`src/rtl/ysyx_25020081_ifu.sv`:
```
`default_nettype none
// +----------------------------------------------------------------------------+
// | ysyx_25020081_ifu                                                          |
// | Instruction fetch unit: owns the fetch PC, reads words from instruction    |
// | memory and presents them to the core through a valid/ready handshake.      |
// | Revision: 1.0                                                              |
// +----------------------------------------------------------------------------+
module ysyx_25020081_ifu #(
    parameter int                    ADDR_WIDTH = 32,
    parameter int                    DATA_WIDTH = 32,
    parameter logic [ADDR_WIDTH-1:0] RESET_PC   = 32'h80000000
) (
    input  logic                  clk,
    input  logic                  rst,

    output logic                  imem_req_valid,
    input  logic                  imem_req_ready,
    output logic [ADDR_WIDTH-1:0] imem_req_addr,
    input  logic                  imem_rsp_valid,
    input  logic [DATA_WIDTH-1:0] imem_rsp_data,
    input  logic                  imem_rsp_err,

    output logic                  inst_valid,
    input  logic                  inst_ready,
    output logic [DATA_WIDTH-1:0] inst,
    output logic [ADDR_WIDTH-1:0] pc,
    output logic                  inst_fault,

    input  logic                  redirect_valid,
    input  logic [ADDR_WIDTH-1:0] redirect_pc
);

    typedef enum logic [1:0] {
        REQ  = 2'd0,
        WAIT = 2'd1,
        HOLD = 2'd2
    } state_t;

    localparam logic [DATA_WIDTH-1:0] NOP_INST = DATA_WIDTH'(32'h00000013);
    localparam logic [ADDR_WIDTH-1:0] PC_STEP  = ADDR_WIDTH'(4);

    state_t                  state;
    logic [ADDR_WIDTH-1:0]   fetch_pc;
    logic                    drop;
    logic [ADDR_WIDTH-1:0]   tgt;

    // A "landing" moves fetch to a new target: either a drop completing or a
    // redirect taken in HOLD. A redirect that coincides with a response in WAIT
    // discards that response and lands directly on the newest target.
    logic                    land;
    logic [ADDR_WIDTH-1:0]   land_pc;
    logic                    land_misaligned;

    always_comb begin
        land    = 1'b0;
        land_pc = tgt;
        case (state)
            WAIT: begin
                if (imem_rsp_valid && redirect_valid) begin
                    land    = 1'b1;
                    land_pc = redirect_pc;
                end else if (imem_rsp_valid && drop) begin
                    land    = 1'b1;
                    land_pc = tgt;
                end
            end
            HOLD: begin
                if (redirect_valid) begin
                    land    = 1'b1;
                    land_pc = redirect_pc;
                end
            end
            default: begin
                land    = 1'b0;
                land_pc = tgt;
            end
        endcase
    end

    assign land_misaligned = (land_pc[1:0] != 2'b00);

    always_ff @(posedge clk) begin
        if (!rst) begin
            state      <= REQ;
            fetch_pc   <= RESET_PC;
            drop       <= 1'b0;
            tgt        <= '0;
            inst       <= '0;
            pc         <= RESET_PC;
            inst_fault <= 1'b0;
        end else if (land) begin
            drop     <= 1'b0;
            fetch_pc <= land_pc;
            if (land_misaligned) begin
                // Misaligned targets never reach memory; a fault marker is shown instead.
                state      <= HOLD;
                inst       <= NOP_INST;
                pc         <= land_pc;
                inst_fault <= 1'b1;
            end else begin
                state <= REQ;
            end
        end else begin
            case (state)
                REQ: begin
                    // The request stays as issued; a redirect only arms the drop.
                    if (redirect_valid) begin
                        drop <= 1'b1;
                        tgt  <= redirect_pc;
                    end
                    if (imem_req_ready) begin
                        state <= WAIT;
                    end
                end
                WAIT: begin
                    if (redirect_valid) begin
                        drop <= 1'b1;
                        tgt  <= redirect_pc;
                    end else if (imem_rsp_valid) begin
                        state      <= HOLD;
                        inst       <= imem_rsp_data;
                        pc         <= fetch_pc;
                        inst_fault <= imem_rsp_err;
                    end
                end
                HOLD: begin
                    if (inst_ready) begin
                        state    <= REQ;
                        fetch_pc <= pc + PC_STEP;
                    end
                end
                default: begin
                    state <= REQ;
                end
            endcase
        end
    end

    assign imem_req_valid = rst && (state == REQ);
    assign imem_req_addr  = fetch_pc;
    assign inst_valid     = rst && (state == HOLD);

endmodule
`default_nettype wire

```
`config.mk`:
```
export PLATFORM = sky130hd
export DESIGN_NAME = ysyx_25020081_ifu
export DESIGN_NICKNAME = d
export VERILOG_FILES = /design/src/rtl/ysyx_25020081_ifu.sv
export SDC_FILE = /design/constraint.sdc
export NUM_CORES = 1
export LEC_CHECK = 0
export CAP_MARGIN = 20
export CORE_AREA = 2 2 162 164
export DETAILED_ROUTE_END_ITERATION = 8
export DIE_AREA = 0 0 164 166
export SETUP_SLACK_MARGIN = 0.02
export SYNTH_ARGS = -nofsm -noshare
export SYNTH_HDL_FRONTEND = slang
export SYNTH_SLANG_ARGS = --single-unit
```
`constraint.sdc`:
```
create_clock -name clk -period 3.1 [get_ports clk]
set_input_delay 0.62 -clock clk [delete_from_list [all_inputs] [get_ports clk]]
set_output_delay 0.62 -clock clk [all_outputs]
set_load 0.02 [all_outputs]
```
==> summary.txt <==
Run status
  – Status: finished, final reports clean

Place
  – Port Buffers: approximately 170
  – Final Wtd Congestion: ~0.91
  – Placed insts: 1,209
  – Hpwl dp: approximately 15 mm
  – Placed instance area: between 8000 and 9000 um2

Pwr
  – Leakage: ~3.0 nW
  – PwrDens: just under 700 nW/um2
  – Pwr Total: roughly 6 mW
  – Max IR drop VDD: 0.407 mV

Worst hold path
  – Path category of the worst min-delay check: reg2reg

Synth
  – Syn_nets: approximately 830
  – Post-synth EDFFs: 0
  – Cell taking the most area after synthesis: dfxtp_1
  – Post-synth ARST share: 0%
  – Cell count after synthesis: 758
  – Synth warnings: 0
  – Synth cell types: 57
  – Top cells by area, synth: dfxtp_1 42%, nand2_1 9.6%, mux2i_1 5.1%
  – Register area share after synthesis: approximately 42%
  – Number of synthesized register bits: roughly 130
  – Post-synth top area share: approximately 42%
  – Synth Flop Type: dfxtp_1
  – Mapped cell area: ~6300 um2
  – Synthesized area per cell: 8.27 um2

Routing
  – Initial DRC count: 600
  – Routed WL per cell: ~17 um
  – Vias per cell: 4.90
  – Drt pass-1 iters: 5
  – Antenna Violating Nets Remaining: 0
  – Remaining DRCs: 0
  – Routed wire length: 21.2 mm
  – Via count: approximately 6k

Global routing
  – Number of global-route vias before repair: about 5.6k
  – Global route overflow: 0
  – First-pass GRT wire length: 32.4 mm
  – Initial antenna violation count: 0
  – Largest net degree at the start of global routing: 159
  – GRT Resource Usage Total: roughly 15%

Worst setup path
  – Crit path kind: in2reg
  – Crit path DAT: between 2000 and 3000 ps
  – Crit path max fanout: 13
  – Worst EP required: between 3000 and 4000 ps
  – R2R Setup Slk: around 520 ps
  – Kind of start point of the critical path: input pin
  – Critical Path End Type: register

Timing
  – Clock Skew: between 10 and 15 ps
  – Endpoints failing setup: 0
  – Setup TNS: 0 ps
  – Max Clock Freq: between 0.3 and 0.4 GHz
  – Final worst path period share: 84.5%
  – RSZ-0062 raised after global routing: false
  – Actual slew at the worst max-slew pin: around 1100 ps
  – Worst relative slew slack: around 29%
  – Pins Over Slew Limit: 0
  – Final min period: between 2000 and 3000 ps
  – Final count of hold timing violations: 0

Layout
  – Fin nets: between 900 and 1k
  – Antenna fix cells: 0
  – Non-Filler Instances: approximately 1.2k
  – Area delta synth->final: 41.9%
  – Layout cells sized above 1: a little over 6%
  – Finished Core Util: about a third
  – Finished layout cell area: a little under 9000 um2

CTS
  – Clock sink count: approximately 130
  – CTS H-Tree Depth: 4
  – Cts-stage hold buffer count: 0
  – Clk slew on worst S/H paths: approximately 60 ps
  – Root buffer cell: clkbuf_16
  – TritonCTS clock tree: yes
  – Clock buffer depth: 2
  – CTS Buf Count: 17
  – Resized cells post-CTS: 0
  – Latest clock arrival within the worst-skew pair: about 420 ps
  – Post-CTS setup repair buffer count: 0

Die
  – Initial Util: 24.5%
  – Core footprint: approximately 26,000 um2
  – Die X: 164 um
  – Die area: around 27,000 um2
  – Die H: 166 um
  – Standard-cell rows: between 50 and 60
  – IO Pins: 170

Run
  – Maxcap violations: 0
## power by group
group | switching, mW | total (mW) | internal [mW]
Clock | 0.749 | 2.16 | 1.41
Combinational | 1.04 | 1.76 | 0.720
Sequential | 0.166 | 2.09 | 1.92
## metrics by stage
stage | hold slack, ps | setup WS (ps)
2_1_floorplan | 436 | 1110
3_3_place_gp | 434 | 61.1
3_5_place_dp | 441 | 35.4
4_1_cts | 448 | 449
5_1_grt | 461 | 288
6_report | 445 | 481
## cell families (layout without fill, tap and decap cells)
| logic type | after synthesis | in the layout | synth area share, % |
|---|---|---|---|
| AO/OA/AOI/OAI | 220 | 220 | 23.7 |
| XOR/XNOR | 22 | 22 | 3.07 |
| adder cells (fa/ha/maj) | 5 | 5 | 0.997 |
| buffers and inverters | 77 | 225 | 5.19 |
| flip-flops | 132 | 132 | 42.1 |
| multiplexers | 32 | 32 | 5.11 |
| AND/OR/NAND/NOR | 270 | 270 | 19.8 |
## metal layers
layer  global-route usage (%)  part of all wire (%)
met2                     23.3                    45
met4                     4.81                   1.9
met1                     20.5                    46
met5                        0                     0
met3                     4.65                   7.2
## synthesized netlist by cell type (all sizes together), types with 4 or more instances
master	n
o2bb2ai	4
nand3	21
and2	7
buf	24
o211ai	31
a22oi	8
dfxtp	132
o221a	4
xor2	8
and3	7
nand2	160
xnor2	14
inv	8
nor4	5
and4	4
a21oi	49
o21ai	57
nand4	37
ha	5
a221o	21
a31oi	7
a21o	10
mux2i	32
clkbuf	45
nor2	16
a211oi	5
o21a	5
## layout by cell type, fill, tap and decap left out, types with 3 or more instances in the layout
| cell type | count |
|---|---|
| a21oi_1 | 48 |
| and2_1 | 7 |
| clkbuf_16 | 17 |
| a31oi_1 | 7 |
| o21ai_0 | 26 |
| and4_1 | 4 |
| nor4_1 | 5 |
| a22oi_1 | 8 |
| o211ai_1 | 31 |
| nand4_1 | 37 |
| nand3_1 | 21 |
| clkbuf_8 | 7 |
| ha_1 | 5 |
| o311ai_0 | 3 |
| clkdlybuf4s50_1 | 168 |
| nand2_1 | 160 |
| xnor2_1 | 14 |
| inv_1 | 8 |
| o21ai_1 | 30 |
| a211oi_1 | 5 |
| o2bb2ai_1 | 4 |
| nor2b_1 | 3 |
| mux2i_1 | 32 |
| bufinv_16 | 3 |
| xor2_1 | 8 |
| dfxtp_1 | 132 |
| buf_4 | 13 |
| o21a_1 | 5 |
| a221o_1 | 21 |
| a21o_1 | 10 |
| nor2_1 | 15 |
| and3_1 | 7 |
| buf_12 | 4 |
## worst paths after layout
path,startpoint,endpoint,cells after the start
worst max-delay path,redirect_valid,imem_req_addr[16]$_SDFFE_PN0P_,6
worst max register to register,state[0]$_SDFFE_PN0P_,imem_req_addr[16]$_SDFFE_PN0P_,7
worst min register to register,inst[2]$_SDFFE_PN0P_,inst[2]$_SDFFE_PN0P_,2
worst min-delay path,inst[2]$_SDFFE_PN0P_,inst[2]$_SDFFE_PN0P_,2
## cell type report
cell class | instances | area [um2]
Fill cell | 2652 | 16700
Multi-Input combinational cell | 549 | 3310
Sequential cell | 132 | 2640
Timing Repair Buffer | 185 | 1860
Clock buffer | 25 | 526
Tap cell | 335 | 419
Clock inverter | 7 | 116
Inverter | 8 | 30.0
## critical path, cell delays in order
cell	delay (ps)
clkdlybuf4s50_1	530
o211a_1	300
o21a_1	220
nor2_1	820
nand2_1	260
o2bb2ai_1	200
## registers in the layout, indices dropped and copies added (netlist names)
signal         flops
drop               1
inst              32
inst_fault         1
imem_req_addr     32
tgt               32
pc                32
state              2
Note: power is estimated with default switching activity, not from simulation.
